===== src/rtl/symbol_encoder_if.sv =====
// symbol_encoder_if
//   Valid/ready stream that carries 4-bit symbols into the symbol encoder.
//   Signals:
//     din       - symbol to transmit (producer -> encoder)
//     din_valid - din holds a valid symbol (producer -> encoder)
//     din_ready - encoder can accept a symbol this cycle (encoder -> producer)
//   Modports:
//     master - symbol producer (e.g. UART receive path)
//     slave  - symbol encoder
interface symbol_encoder_if;
  logic [3:0] din;
  logic       din_valid;
  logic       din_ready;

  modport master (
    output din,
    output din_valid,
    input  din_ready
  );

  modport slave (
    input  din,
    input  din_valid,
    output din_ready
  );
endinterface


===== src/rtl/symbol_encoder.sv =====
// symbol_encoder
//   Buffers 4-bit symbols in a small FIFO and serializes each one onto the
//   single-wire line output as a pulse-width-coded frame:
//     start pulse (high for one bit period), four data bits MSB first
//     (long pulse = 1, short pulse = 0), then GAP_BITS idle-low bit periods.
//   Parameters:
//     BIT_CYCLES - clocks per bit period (>= 4)
//     GAP_BITS   - idle-low bit periods after each frame (>= 1)
//     FIFO_DEPTH - symbol buffer depth (power of 2, >= 2)
//   Ports:
//     clk        - clock, rising edge
//     rst        - asynchronous active-high reset
//     din_bus    - symbol input stream (slave side of symbol_encoder_if)
//     signal     - registered encoded line output
//     busy       - registered, high whenever the FSM is not idle
//     fifo_count - number of symbols currently buffered
module symbol_encoder #(
  parameter int BIT_CYCLES = 1000,
  parameter int GAP_BITS   = 2,
  parameter int FIFO_DEPTH = 4
) (
  input  logic                          clk,
  input  logic                          rst,
  symbol_encoder_if.slave               din_bus,
  output logic                          signal,
  output logic                          busy,
  output logic [$clog2(FIFO_DEPTH):0]   fifo_count
);

  localparam int AW         = $clog2(FIFO_DEPTH);
  localparam int CW         = AW + 1;
  localparam int GAP_CYCLES = GAP_BITS * BIT_CYCLES;
  // The gap is the longest state, so sizing for it covers every state.
  localparam int CNT_W      = $clog2(GAP_CYCLES);

  localparam logic [CNT_W-1:0] BIT_LAST = CNT_W'(BIT_CYCLES - 1);
  localparam logic [CNT_W-1:0] GAP_LAST = CNT_W'(GAP_CYCLES - 1);
  localparam logic [CNT_W-1:0] HI1      = CNT_W'((3 * BIT_CYCLES) / 4);
  localparam logic [CNT_W-1:0] HI0      = CNT_W'(BIT_CYCLES / 4);
  localparam logic [CW-1:0]    FULL_CNT = CW'(FIFO_DEPTH);

  typedef enum logic [1:0] {
    IDLE  = 2'd0,
    START = 2'd1,
    DATA  = 2'd2,
    GAP   = 2'd3
  } state_t;

  // ---------------------------------------------------------------------
  // Symbol FIFO
  // ---------------------------------------------------------------------
  logic [3:0]    mem [FIFO_DEPTH];
  logic [AW-1:0] wr_ptr_reg;
  logic [AW-1:0] rd_ptr_reg;
  logic [CW-1:0] count_reg;
  logic          fifo_full;
  logic          fifo_empty;
  logic          push;
  logic          pop;

  assign fifo_full         = (count_reg == FULL_CNT);
  assign fifo_empty        = (count_reg == '0);
  assign din_bus.din_ready = !fifo_full;
  assign push              = din_bus.din_valid && !fifo_full;

  always_ff @(posedge clk) begin
    if (push) begin
      mem[wr_ptr_reg] <= din_bus.din;
    end
  end

  always_ff @(posedge clk or posedge rst) begin
    if (rst) begin
      wr_ptr_reg <= '0;
      rd_ptr_reg <= '0;
      count_reg  <= '0;
    end else begin
      if (push) begin
        wr_ptr_reg <= wr_ptr_reg + AW'(1);
      end
      if (pop) begin
        rd_ptr_reg <= rd_ptr_reg + AW'(1);
      end
      // Simultaneous push and pop cancel out.
      count_reg <= count_reg + CW'(push) - CW'(pop);
    end
  end

  // ---------------------------------------------------------------------
  // Frame FSM
  // ---------------------------------------------------------------------
  state_t           state_reg,  state_next;
  logic [CNT_W-1:0] cnt_reg,    cnt_next;
  logic [1:0]       bit_reg,    bit_next;
  logic [3:0]       sym_reg,    sym_next;
  logic             signal_reg, signal_next;
  logic             data_bit;

  always_comb begin
    state_next = state_reg;
    cnt_next   = cnt_reg;
    bit_next   = bit_reg;
    pop        = 1'b0;

    case (state_reg)
      IDLE: begin
        if (!fifo_empty) begin
          pop        = 1'b1;
          state_next = START;
          cnt_next   = '0;
        end
      end
      START: begin
        if (cnt_reg == BIT_LAST) begin
          state_next = DATA;
          cnt_next   = '0;
          bit_next   = 2'd0;
        end else begin
          cnt_next = cnt_reg + CNT_W'(1);
        end
      end
      DATA: begin
        if (cnt_reg == BIT_LAST) begin
          cnt_next = '0;
          if (bit_reg == 2'd3) begin
            state_next = GAP;
          end else begin
            bit_next = bit_reg + 2'd1;
          end
        end else begin
          cnt_next = cnt_reg + CNT_W'(1);
        end
      end
      GAP: begin
        if (cnt_reg == GAP_LAST) begin
          cnt_next = '0;
          // Chain straight into the next frame when more symbols wait.
          if (!fifo_empty) begin
            pop        = 1'b1;
            state_next = START;
          end else begin
            state_next = IDLE;
          end
        end else begin
          cnt_next = cnt_reg + CNT_W'(1);
        end
      end
      default: begin
        state_next = IDLE;
        cnt_next   = '0;
      end
    endcase

    // The symbol is captured only at frame start and held for the frame.
    sym_next = pop ? mem[rd_ptr_reg] : sym_reg;

    // Bit index 0 carries the MSB, so ~bit_next (= 3 - bit_next) selects it.
    data_bit = sym_next[~bit_next];

    // Line level is derived from the upcoming state/count and then
    // registered, so the pin never sees combinational glitches.
    signal_next = 1'b0;
    case (state_next)
      START:   signal_next = 1'b1;
      DATA:    signal_next = data_bit ? (cnt_next < HI1) : (cnt_next < HI0);
      default: signal_next = 1'b0;
    endcase
  end

  always_ff @(posedge clk or posedge rst) begin
    if (rst) begin
      state_reg  <= IDLE;
      cnt_reg    <= '0;
      bit_reg    <= '0;
      sym_reg    <= '0;
      signal_reg <= 1'b0;
      busy       <= 1'b0;
    end else begin
      state_reg  <= state_next;
      cnt_reg    <= cnt_next;
      bit_reg    <= bit_next;
      sym_reg    <= sym_next;
      signal_reg <= signal_next;
      busy       <= (state_next != IDLE);
    end
  end

  assign signal     = signal_reg;
  assign fifo_count = count_reg;

endmodule


===== src/flat_wrapper.sv =====
// flat-port wrapper written by rule: the top's interface ports become plain ports
module symbol_encoder_flat 
#(
  parameter int BIT_CYCLES = 1000,
  parameter int GAP_BITS   = 2,
  parameter int FIFO_DEPTH = 4
)
  (clk, rst, signal, busy, fifo_count, din_bus_din, din_bus_din_valid, din_bus_din_ready);
  symbol_encoder_if din_bus_i ();
  input  logic clk;
  input  logic rst;
  output logic signal;
  output logic busy;
  output logic [$clog2(FIFO_DEPTH):0] fifo_count;
  input wire logic [$bits(din_bus_i.din)-1:0] din_bus_din;
  input wire logic [$bits(din_bus_i.din_valid)-1:0] din_bus_din_valid;
  output wire logic [$bits(din_bus_i.din_ready)-1:0] din_bus_din_ready;
  assign din_bus_i.din = din_bus_din;
  assign din_bus_i.din_valid = din_bus_din_valid;
  assign din_bus_din_ready = din_bus_i.din_ready;
  symbol_encoder #(.BIT_CYCLES(BIT_CYCLES), .GAP_BITS(GAP_BITS), .FIFO_DEPTH(FIFO_DEPTH)) u_core (.clk(clk), .rst(rst), .din_bus(din_bus_i), .signal(signal), .busy(busy), .fifo_count(fifo_count));
endmodule

===== config.mk =====
export PLATFORM = sky130hd
export DESIGN_NAME = symbol_encoder_flat
export DESIGN_NICKNAME = d
export VERILOG_FILES = /design/src/rtl/symbol_encoder_if.sv /design/src/rtl/symbol_encoder.sv /design/src/flat_wrapper.sv
export SDC_FILE = /design/constraint.sdc
export NUM_CORES = 1
export LEC_CHECK = 0
export ABC_AREA = 1
export BUFFER_PORTS_ARGS = -buffer_cell sky130_fd_sc_hd__buf_2
export CELL_PAD_IN_SITES_DETAIL_PLACEMENT = 1
export CELL_PAD_IN_SITES_GLOBAL_PLACEMENT = 1
export CORE_ASPECT_RATIO = 0.9
export CORE_MARGIN = 4
export CORE_UTILIZATION = 42
export DETAILED_ROUTE_END_ITERATION = 8
export GPL_TIMING_DRIVEN = 0
export PLACE_DENSITY_LB_ADDON = 0.1
export SETUP_SLACK_MARGIN = 0.4
export SYNTH_ARGS = -nofsm -noshare
export SYNTH_HDL_FRONTEND = slang
export SYNTH_SLANG_ARGS = --single-unit
export TNS_END_PERCENT = 100

===== constraint.sdc =====
create_clock -name clk -period 2.3 [get_ports clk]
set_clock_uncertainty 0.2 [all_clocks]
set_input_delay 0.23 -clock clk [delete_from_list [all_inputs] [get_ports clk]]
set_output_delay 0.23 -clock clk [all_outputs]
set_load 0.1 [all_outputs]

======== Word level (Yosys, flattened, before mapping) ========
Memory sizes are Yosys's and may differ from the RTL's.
Cells that the tools add are included.
word-level totals
  register bits ........................... 28
  bits in latches ......................... 0
  memory bits (writable) .................. 16
  ROM bits ................................ 0
  bits of input ports ..................... 7
  output and inout bits ................... 6
  memories kept ........................... 1
operators by class
  $add $sub $neg .......................... 6
  multiply operators ...................... 0
  divide/modulo/power cells ............... 0
  magnitude comparators ................... 3
  equality and inequality tests ........... 9
  shift-type cells ........................ 0
  muxes and demuxes ....................... 25
  bitwise operators ....................... 1
  reduce and logical (&&, ||, !) cells .... 6
memories
  name        words  width  read ports  clocked after Yosys merged registers in  write ports  RTL line              source
  u_core.mem  4      4      1           0                                        1            symbol_encoder.sv:52  logic [3:0] mem [FIFO_DEPTH];
operator list
  kind                                                          number
  2-to-1 mux 11 bit                                             3
  one-hot mux 11 bit (3 select lines)                           1
  2-to-1 mux 2 bit                                              8
  adder 11 x 1 -> 11 bit, second input constant                 1
  equality test 11 x 10 -> 1 bit, second input constant         1
  equality test 11 bit, second input constant                   1
  less-than comparator 11 x 10 -> 1 bit, second input constant  1
  less-than comparator 11 x 8 -> 1 bit, second input constant   1
  equality test 2 bit, second input constant                    4
  one-hot mux 2 bit (4 select lines)                            1
  2-to-1 mux 1 bit                                              7
  adder 2 x 1 -> 2 bit, second input constant                   3
  equality test 2 x 1 -> 1 bit, second input constant           2
  2-to-1 mux 4 bit                                              1
  one-hot mux 1 bit (2 select lines)                            2
  one-hot mux 2 bit (2 select lines)                            1
  adder 3 x 1 -> 3 bit                                          1
  equality test 3 bit, second input constant                    1
  zero test 3 bit                                               1
  less-than comparator 2 x 3 -> 1 bit, second input constant    1
  subtractor 3 x 1 -> 3 bit                                     1
  binary-select mux 1 bit (select 2 bit)                        1
  zero test 2 bit                                               1
  NOT 2 bit                                                     1
  other kinds (4)                                               4

======== Longest topological paths before layout ========
Gate-level depths: netlist of run 1.
  depth after elaboration ................. 9
  gate-level depth with buffers ........... 15
  mapped depth without buffers ............ 15

======== Worst setup path after synthesis of run 1 ========
Ideal clock, no wire load.
  path type ............................... register -> register
  from .................................... register u_core.count_reg[1], in the netlist u_core.fifo_count[1]
  to ...................................... register u_core.count_reg[2], in the netlist u_core.fifo_count[2]
  setup time .............................. 0.126 ns
  data arrival time ....................... 2.935 ns
  data required time ...................... 1.974 ns
  setup slack ............................. -0.960 ns
  stages on the path, launching flop included .. 9
  path through ............................ dfrtp_1 -> nor2_1 -> nand2_1 -> nand2_1 -> inv_1 -> ha_1 -> inv_1 -> fa_1 -> xnor2_1
between the ends
  longest elaborated chain between the ends .. 5
ends and longest elaborated chain
  item                         RTL line              source
  start: declaration           symbol_encoder.sv:55  logic [CW-1:0] count_reg;
  start signal: assignment     symbol_encoder.sv:85  count_reg <= count_reg + CW'(push) - CW'(pop);
  equality test 3 bit          symbol_encoder.sv:61  assign fifo_full = (count_reg == FULL_CNT);
  zero test 1 bit              --
  named net din_bus_din_ready  flat_wrapper.sv:17    output wire logic [$bits(din_bus_i.din_ready)-1:0] din_bus_din_ready;
  logical AND 1 bit            symbol_encoder.sv:64  assign push = din_bus.din_valid && !fifo_full;
  named net u_core.push        symbol_encoder.sv:58  logic push;
  adder 3 x 1 -> 3 bit         symbol_encoder.sv:85
  subtractor 3 x 1 -> 3 bit    symbol_encoder.sv:85
The timed path passes the listed nets, and every way through them passes these cells.
A chain may end at the register's enable or synchronous reset.

======== Worst setup path after layout of run 1 ========
  from .................................... register u_core.cnt_reg[1]
  to ...................................... register u_core.count_reg[1], in the netlist u_core.fifo_count[1]
between the ends
  longest elaborated chain between the ends .. 4
ends and longest elaborated chain
  item                                RTL line               source
  start: declaration                  symbol_encoder.sv:93   logic [CNT_W-1:0] cnt_reg, cnt_next;
  start signal: assignment            symbol_encoder.sv:180  cnt_reg <= cnt_next;
  equality test 11 bit                symbol_encoder.sv:135  if (cnt_reg == GAP_LAST) begin
  2-to-1 mux 1 bit                    symbol_encoder.sv:135
  one-hot mux 1 bit (2 select lines)  symbol_encoder.sv:105  case (state_reg)
  subtractor 3 x 1 -> 3 bit           symbol_encoder.sv:85
Every way passes these cells.

==> results of run 1 <==
==> kinds of logic after synthesis <==
group,after synthesis,share of synthesized area (%)
flops,44,46.27
buf+inv,51,7.696
fa+ha+maj,15,7.647
mux,1,0.3922
simple gates,153,28.58
compound gates,29,6.667
xor+xnor,8,2.745
==> worst paths after layout <==
path	startpoint	end	slack (ns)	cells past startpoint
worst max register to register	u_core.cnt_reg[1]	u_core.fifo_count[1]	-0.10	13
worst min-delay path	rst	u_core.fifo_count[2]	-0.002	2
min in group clk	din_bus_din_valid	u_core.wr_ptr_reg[0]	0.13	3
max in group asynchronous	rst	u_core.fifo_count[1]	1.11	2
worst min register to register	u_core.sym_reg[1]	u_core.sym_reg[1]	0.28	2
worst max-delay path	u_core.cnt_reg[1]	u_core.fifo_count[1]	-0.10	13
==> stage by stage <==
stage | std cells | setup TNS, ns | area (sq um) | hold WS [ns] | setup slack (ns)
detailed placement | 383 | -1.169 | 2775 | 0.2527 | -0.3910
CTS | 410 | -0.1695 | 3123 | 0.06114 | -0.1154
floorplan | 301 | -0.1336 | 2628 | 0.09541 | -0.1068
global placement | 383 | -1.127 | 2775 | 0.2466 | -0.3872
finish | 415 | -0.1790 | 3194 | -0.001798 | -0.1031
global route | 415 | -0.5123 | 3194 | 0.1134 | -0.2167
==> repair_timing <==
action	in CTS	in global routing
hold endpoints to repair	16	0
resized for setup	21	14
endpoints found under the setup margin	11	12
cloned	0	0
hold buffers	4	0
pin swaps	12	8
setup buffers	15	5
==> final cells by class <==
| type | instances | area share (%) |
|---|---|---|
| Multi-Input combinational cell | 206 | 40.89 |
| Sequential cell | 44 | 37.52 |
| Timing Repair Buffer | 36 | 8.186 |
| Inverter | 48 | 5.875 |
| Tap cell | 70 | 2.742 |
| Clock buffer | 6 | 2.272 |
| Clock inverter | 2 | 1.880 |
| Buffer | 3 | 0.6267 |
==> cell usage after synthesis, types with 2 or more instances <==
cell type | instances | area [sq um]
ha_1 | 14 | 175.2
inv_2 | 2 | 7.510
nand2_2 | 15 | 93.84
nand4_1 | 2 | 12.51
nor2_4 | 3 | 33.78
o21ai_1 | 2 | 10.01
nand3_2 | 4 | 40.04
nand2_4 | 3 | 33.78
edfxtp_1 | 16 | 480.5
xnor2_1 | 2 | 17.52
nand3_1 | 14 | 70.07
nand2_1 | 65 | 244.0
inv_1 | 46 | 172.7
o21ai_0 | 18 | 90.09
dfrtp_1 | 28 | 700.7
nor2_1 | 41 | 153.9
xor2_1 | 6 | 52.55
nor2_2 | 4 | 25.02
a21oi_2 | 2 | 17.52
==> power groups by stage <==
stage | registers [uW] | logic (uW) | clock network (uW)
after detailed placement | 1030 | 633 | 0
after floorplan | 1220 | 319 | 0
after global placement | 1030 | 611 | 0
after CTS | 1020 | 641 | 726
final | 1020 | 649 | 715
after global routing | 1030 | 715 | 762
==> critical path: stages, from the launching register on <==
cell and delay (ns):
dfrtp_1 0.41, ha_4 0.18, nand2_4 0.06, nor2_4 0.09, nand4_1 0.16, nand2_4 0.14, nand2_4 0.06, inv_4 0.07
ha_4 0.20, inv_4 0.05, ha_4 0.11, inv_2 0.03, fa_2 0.51, inv_2 0.03
==> layer usage <==
layer | vias up | part of all wire (%) | GRT usage, %
met2 | 18 | 49 | 34.45
met1 | 1014 | 48 | 24.17
met3 | 8 | 1.9 | 2.747
met5 | - | 0 | 0
li1 | 1025 | - | -
met4 | 0 | 0.99 | 4.587
==> results.py, run 1 <==
metrics = {
    "final_layout": {
        "multiInputGateArea_sq_um": 1306,
        "nNetsFinal": 366,
        "seqCellArea_sq_um": 1199,
        "n_fill_cell": 707,
        "drive_gt1_share_pct": 32.75,
        "utilization_pct": 55.16,
        "largest_register_ffs": 16,
        "layout_common_cells": "63 x nand2_1, 37 x nor2_1, 34 x inv_1",
        "area_delta_synth_final_pct": 25.15,
        "mostFrequentLayoutCell": "nand2_1",
        "n_antenna_cell": 0,
    },
    "synthesis": {
        "ys_types": 33,
        "postSynthNetCount": 323,
        "synth-warning-count": 0,
        "ys_ff_latch": 44,
        "synthArstFlopShare_pct": 63.64,
        "syn_avg_cell_area_sq_um": 8.480,
        "synth.yosys.seq_area_share_pct": 46.27,
        "synth_flop_cell": "dfrtp_1",
        "syn_area_sq_um": 2552,
        "syn-instance-count": 301,
        "synth_edf_count": 16,
    },
    "power": {
        "p_seq_share_pct": 42.7,
        "p_int_uw": 1542,
        "power_density_nw_per_um2": 745.3,
        "p_clk_share_pct": 30.0,
        "p_sw_share_pct": 35.21,
        "peakVddDrop_uv": 1120,
        "net-switching-power_uw": 838.2,
        "p_comb_share_pct": 27.2,
        "finalPower_uw": 2381,
        "leakage_uw": 0.001483,
    },
    "placed_design": {
        "gp_congestion": 0.8031,
        "dp_hpwl_mm": 4.376,
        "port_buffers": 12,
    },
    "outcome": {
        "violations": "hold timing, setup timing",
        "status": "finished with violations",
    },
    "grt": {
        "antenna_found_initial": 0,
        "grt_pass1_wl_mm": 11.11,
        "grt_overflow": 0,
        "grt_max_degree": 29,
        "gr-usage-all-layers_pct": 18.97,
        "grt_pass1_vias": 2248,
    },
    "routing": {
        "wirelength_mm": 6.365,
        "first_pass_iters": 4,
        "wl_per_cell_um": 15.34,
        "vias": 2065,
        "ant_nets": 0,
        "drt_iter0_drc": 67,
        "avgViaCountPerCell": 4.976,
        "drc": 0,
    },
    "cts": {
        "clockBufferDepth": 2,
        "cts.clk_slew.worst_paths_ns": 0.09,
        "cts.sinks": 44,
        "clk_latency_ns": 0.30,
        "cts_buffers": 5,
        "clock-root-buffer": "clkbuf_8",
        "h-tree-depth": 2,
        "cts_tree": "yes",
    },
    "sta": {
        "hold_viol_final": 4,
        "period_minus_slack_ns": 2.403,
        "rsz0062_at_grt": "true",
        "setup_viol": 3,
        "whs_ns": -0.001798,
        "fin_ws_ns": -0.1031,
        "max-slew-margin-rel_pct": 25.66,
        "worst_pin_slew_ns": 1.114,
        "max_freq_mhz": 416.1,
        "fin_crit_sh_pct": 104.5,
        "maxSlewViolCount": 0,
    },
    "worst_setup_path": {
        "required_ns": 2.31,
        "cp-start-kind": "flip-flop",
        "cp-end-kind": "flip-flop",
        "worstSetupPathType": "reg2reg",
        "worstPathArrival_ns": 2.41,
        "crit_fanout": 3,
    },
    "die": {
        "io_pins": 13,
        "core_area_sq_um": 5791,
        "dieHeight_um": 81.96,
        "initial_core_util_pct": 44.08,
        "dieArea_sq_um": 7390,
        "die_w_um": 90.18,
        "num_rows": 26,
    },
    "hold_path": {
        "min_path_type": "in2async",
    },
    "flow_run": {
        "maxCapViolations": 0,
    },
}
Power figures use the tool's default switching activity.
==> inputs of run 2 (changes only) <==
--- a/config.mk
+++ b/config.mk
@@ -11,9 +11,8 @@
 export CELL_PAD_IN_SITES_GLOBAL_PLACEMENT = 1
 export CORE_ASPECT_RATIO = 0.9
 export CORE_MARGIN = 4
-export CORE_UTILIZATION = 42
+export CORE_UTILIZATION = 40
 export DETAILED_ROUTE_END_ITERATION = 8
-export GPL_TIMING_DRIVEN = 0
 export PLACE_DENSITY_LB_ADDON = 0.1
 export SETUP_SLACK_MARGIN = 0.4
 export SYNTH_ARGS = -nofsm -noshare
==> results.py, run 2 (synthesized netlist as in run 1, its figures left out) <==
metrics = {
    "cts": {
        "cts.sinks": 44,
        "cts.clk_slew.worst_paths_ns": 0.09,
        "h-tree-depth": 2,
        "cts_tree": "yes",
        "clockBufferDepth": 2,
        "clk_latency_ns": 0.30,
        "cts_buffers": 5,
        "clock-root-buffer": "clkbuf_8",
    },
    "power": {
        "leakage_uw": 0.001667,
        "power_density_nw_per_um2": 676.5,
        "peakVddDrop_uv": 1146,
    },
    "worst_setup_path": {
        "crit_fanout": 2,
        "r2r_start": "u_core.cnt_reg[1]",
        "cp-start-kind": "flip-flop",
        "required_ns": 2.30,
        "worstPathArrival_ns": 2.37,
        "cp-end-kind": "flip-flop",
        "worstSetupPathType": "reg2reg",
        "startpoint": "u_core.cnt_reg[1]",
    },
    "placed_design": {
        "port_buffers": 12,
        "placedCellCount": 437,
        "place_ws_ns": -0.1246,
        "place_area_sq_um": 3080,
        "gp_congestion": 0.8068,
        "dp_hpwl_mm": 5.409,
    },
    "die": {
        "io_pins": 13,
        "core_area_sq_um": 6148,
        "die_w_um": 92.20,
        "initial_core_util_pct": 41.51,
        "num_rows": 27,
        "dieHeight_um": 83.78,
        "dieArea_sq_um": 7725,
    },
    "sta": {
        "rsz0062_at_grt": "true",
        "fin_ws_ns": -0.06654,
        "max_freq_mhz": 422.6,
        "hold_viol_final": 0,
        "worst_pin_slew_ns": 0.7778,
        "max-slew-margin-rel_pct": 48.09,
        "whs_ns": 0.1279,
        "fin_crit_sh_pct": 102.9,
        "period_minus_slack_ns": 2.367,
        "setup_viol": 2,
        "maxSlewViolCount": 0,
    },
    "final_layout": {
        "drive_gt1_share_pct": 41.01,
        "design_area_sq_um": 3555,
        "n_fill_cell": 740,
        "nNetsFinal": 399,
        "layout_common_cells": "63 x nand2_1, 48 x buf_4, 32 x inv_1, 32 x nor2_1, 24 x dfrtp_1",
        "seqCellArea_sq_um": 1194,
        "area_delta_synth_final_pct": 39.26,
        "multiInputGateArea_sq_um": 1388,
        "mostFrequentLayoutCell": "nand2_1",
        "utilization_pct": 57.81,
        "largest_register_ffs": 16,
        "n_antenna_cell": 0,
        "layout.cells.non_filler": 465,
    },
    "routing": {
        "vias": 2240,
        "drt_iter0_drc": 68,
        "ant_nets": 0,
        "wl_per_cell_um": 16.53,
        "avgViaCountPerCell": 4.817,
        "wirelength_mm": 7.686,
        "drc": 0,
        "first_pass_iters": 4,
    },
    "grt": {
        "grt_max_degree": 19,
        "grt_overflow": 0,
        "grt_pass1_vias": 2518,
        "grt_pass1_wl_mm": 12.69,
        "antenna_found_initial": 0,
        "gr-usage-all-layers_pct": 20.86,
    },
    "hold_path": {
        "min_path_type": "in2reg",
        "min_from": "din_bus_din_valid",
    },
    "outcome": {
        "violations": "setup timing",
        "status": "finished with violations",
    },
    "flow_run": {
        "maxCapViolations": 0,
    },
}
run 2: per-stage QoR:
step | total power, uW | TNS [ns]
2_1_floorplan | 1541 | -0.1336
3_3_place_gp | 1655 | -0.02242
3_5_place_dp | 1687 | -0.2579
4_1_cts | 2408 | -0.05038
5_1_grt | 2518 | -0.3536
6_report | 2405 | -0.06847
run 2: final timing paths:
path / end / slack, ns / cells past startpoint
min in group asynchronous: u_core.fifo_count[2] / 0.41 / 3
max reg2reg: u_core.fifo_count[1] / -0.07 / 13
min reg2reg: u_core.sym_reg[1] / 0.27 / 2
min: u_core.wr_ptr_reg[0] / 0.13 / 3
max in group asynchronous: u_core.signal / 0.84 / 4
max: u_core.fifo_count[1] / -0.07 / 13
run 2: layer usage:
| layer | up-vias | global-route usage, % | part of all wire (%) | wire [um] |
|---|---|---|---|---|
| li1 | 1093 | - | - | - |
| met1 | 1112 | 28.21 | 47 | 3616 |
| met2 | 24 | 35.68 | 50 | 3822 |
| met3 | 11 | 3.246 | 2.1 | 161 |
| met4 | 0 | 3.644 | 1.1 | 87 |
| met5 | - | 0 | 0 | 0 |
run 2: power breakdown:
| part | internal, uW | total, uW | switching, uW |
|---|---|---|---|
| clock | 435 | 719 | 284 |
| sequential | 942 | 1020 | 81.3 |
| combinational | 167 | 663 | 496 |
| total | 1540 | 2400 | 861 |
run 2: what timing repair did:
action | 4_1_cts | 5_1_grt
endpoints found under the hold margin | 32 | 0
pin swaps | 22 | 7
resized for setup | 32 | 18
setup buffers | 14 | 1
hold buffers | 5 | 0
setup endpoints to repair | 7 | 11
run 2: final cells by class:
class / instances / area share, %
Multi-Input combinational cell: 206 / 39.04
Tap cell: 87 / 3.062
Timing Repair Buffer: 72 / 15.45
Inverter: 48 / 5.139
Clock buffer: 6 / 2.042
Clock inverter: 2 / 1.690
Sequential cell: 44 / 33.58
run 2: critical path, cell delays in order, from the launching register on:
cell     delay, ns
dfrtp_1       0.40
ha_4          0.18
nand2_4       0.06
nor2_4        0.09
nand4_1       0.16
nand2_4       0.13
nand2_4       0.06
inv_4         0.06
ha_4          0.19
inv_2         0.06
ha_4          0.11
inv_2         0.03
fa_2          0.51
inv_2         0.03
==> inputs of run 3 (changes only) <==
--- a/config.mk
+++ b/config.mk
@@ -9,10 +9,11 @@
 export BUFFER_PORTS_ARGS = -buffer_cell sky130_fd_sc_hd__buf_2
 export CELL_PAD_IN_SITES_DETAIL_PLACEMENT = 1
 export CELL_PAD_IN_SITES_GLOBAL_PLACEMENT = 1
-export CORE_ASPECT_RATIO = 0.9
+export CORE_ASPECT_RATIO = 1.4
 export CORE_MARGIN = 4
 export CORE_UTILIZATION = 40
 export DETAILED_ROUTE_END_ITERATION = 8
+export GPL_TIMING_DRIVEN = 0
 export PLACE_DENSITY_LB_ADDON = 0.1
 export SETUP_SLACK_MARGIN = 0.4
 export SYNTH_ARGS = -nofsm -noshare
==> results.py, run 3 (synthesized netlist as in run 1, its figures left out) <==
metrics = {
    "placed_design": {
        "gp_congestion": 0.8170,
        "place_area_sq_um": 2778,
        "place_ws_ns": -0.3982,
        "port_buffers": 12,
        "dp_hpwl_mm": 4.447,
        "placedCellCount": 385,
    },
    "final_layout": {
        "nNetsFinal": 370,
        "design_area_sq_um": 3241,
        "largest_register_ffs": 16,
        "n_antenna_cell": 0,
        "drive_gt1_share_pct": 35.53,
        "mostFrequentLayoutCell": "nand2_1",
        "seqCellArea_sq_um": 1197,
        "multiInputGateArea_sq_um": 1349,
        "n_fill_cell": 763,
        "layout.cells.non_filler": 421,
        "area_delta_synth_final_pct": 26.96,
        "layout_common_cells": "61 x nand2_1, 35 x nor2_1, 32 x inv_1",
    },
    "worst_setup_path": {
        "worstPathArrival_ns": 2.45,
        "crit_fanout": 6,
        "cp-end-kind": "flip-flop",
        "worstSetupPathType": "reg2reg",
        "cp-start-kind": "flip-flop",
        "required_ns": 2.31,
    },
    "routing": {
        "wl_per_cell_um": 15.33,
        "drc": 0,
        "wirelength_mm": 6.453,
        "avgViaCountPerCell": 4.964,
        "drt_iter0_drc": 55,
        "ant_nets": 0,
        "first_pass_iters": 4,
        "vias": 2090,
    },
    "sta": {
        "fin_ws_ns": -0.1462,
        "maxSlewViolCount": 0,
        "hold_viol_final": 8,
        "period_minus_slack_ns": 2.446,
        "fin_crit_sh_pct": 106.4,
        "max-slew-margin-rel_pct": 25.37,
        "setup_viol": 3,
        "worst_pin_slew_ns": 1.118,
        "rsz0062_at_grt": "true",
        "whs_ns": -0.007777,
        "max_freq_mhz": 408.8,
    },
    "power": {
        "peakVddDrop_uv": 754.6,
        "finalPower_uw": 2284,
        "p_sw_share_pct": 37.36,
        "p_comb_share_pct": 28.0,
        "power_density_nw_per_um2": 704.8,
        "p_clk_share_pct": 27.6,
        "net-switching-power_uw": 853.3,
        "leakage_uw": 0.001518,
        "p_seq_share_pct": 44.4,
        "p_int_uw": 1431,
    },
    "grt": {
        "grt_pass1_wl_mm": 10.23,
        "antenna_found_initial": 0,
        "grt_max_degree": 29,
        "grt_overflow": 0,
        "grt_pass1_vias": 2148,
        "gr-usage-all-layers_pct": 17.44,
    },
    "cts": {
        "cts_buffers": 5,
        "clk_latency_ns": 0.30,
        "h-tree-depth": 2,
        "cts.clk_slew.worst_paths_ns": 0.09,
        "clockBufferDepth": 2,
        "cts.sinks": 44,
        "clock-root-buffer": "clkbuf_8",
        "cts_tree": "yes",
    },
    "outcome": {
        "status": "finished with violations",
        "violations": "hold timing, setup timing",
    },
    "hold_path": {
        "min_path_type": "in2async",
    },
    "die": {
        "dieArea_sq_um": 7741,
        "die_w_um": 75.51,
        "dieHeight_um": 102.5,
        "io_pins": 13,
        "core_area_sq_um": 6211,
        "initial_core_util_pct": 41.10,
        "num_rows": 34,
    },
    "flow_run": {
        "maxCapViolations": 0,
    },
}
[run 3: cell count changes in the layout (fill, tap and decap cells not counted), sizes merged]
cell,before,now
buf,67,38
bufinv,2,1
clkinvlp,0,1
dlygate4sd3,5,4
inv,48,49
[run 3: worst paths after layout]
path	startpoint	end	slack [ns]	cells after the start
max	u_core.cnt_reg[5]	u_core.fifo_count[1]	-0.15	13
min	rst	u_core.wr_ptr_reg[0]	-0.008	2
max reg2reg	u_core.cnt_reg[5]	u_core.fifo_count[1]	-0.15	13
min reg2reg	u_core.sym_reg[1]	u_core.sym_reg[1]	0.28	2
max in group asynchronous	rst	u_core.fifo_count[1]	1.11	2
min in group clk	din_bus_din_valid	u_core.wr_ptr_reg[0]	0.13	3
[run 3: cell type report]
class,count,share of cell area (%)
Multi-Input combinational cell,206,41.62
Sequential cell,44,36.95
Timing Repair Buffer,40,8.764
Inverter,48,5.714
Tap cell,72,2.780
Clock buffer,5,2.124
Clock inverter,3,1.429
Buffer,3,0.6178
[run 3: power by group through the flow]
stage | combinational [uW] | sequential (uW) | clock, uW
6_report | 640 | 1010 | 630
5_1_grt | 703 | 1030 | 677
4_1_cts | 647 | 1020 | 650
3_5_place_dp | 639 | 1030 | 0
3_3_place_gp | 618 | 1030 | 0
2_1_floorplan | 319 | 1220 | 0
[run 3: worst max-delay path, cell delays in order (launching register included)]
cell and delay (ns):
dfrtp_2 0.46, inv_2 0.08, nand2_2 0.06, nor2_2 0.11
nand4_1 0.21, nand2_4 0.16, nand2_4 0.07, inv_4 0.07
ha_4 0.19, inv_2 0.06, ha_4 0.11, inv_2 0.03
fa_2 0.52, inv_2 0.03
[run 3: repair_timing]
item / in CTS / in global routing
hold buffers: 4 / 0
setup buffers: 11 / 13
gates resized for setup: 14 / 26
endpoints found under the hold margin: 16 / 0
cloned: 0 / 0
setup endpoints to repair: 10 / 10
pin swaps: 8 / 12
[run 3: per-layer routing]
metal / wire length [um] / track usage [%] / vias up
met2: 3583 / 32.60 / 23
met1: 2644 / 19.90 / 1024
met5: 0 / 0 / -
li1: - / - / 1032
met4: 100 / 4.980 / 0
met3: 124 / 2.829 / 11
[run 3: per-stage QoR]
stage | TNS [ns] | utilization, %
after detailed placement | -1.207 | 44.72
after floorplan | -0.1336 | -
after global routing | -0.6156 | 52.18
after CTS | -0.2861 | 49.34
after global placement | -1.065 | 44.72
final | -0.2447 | 52.18
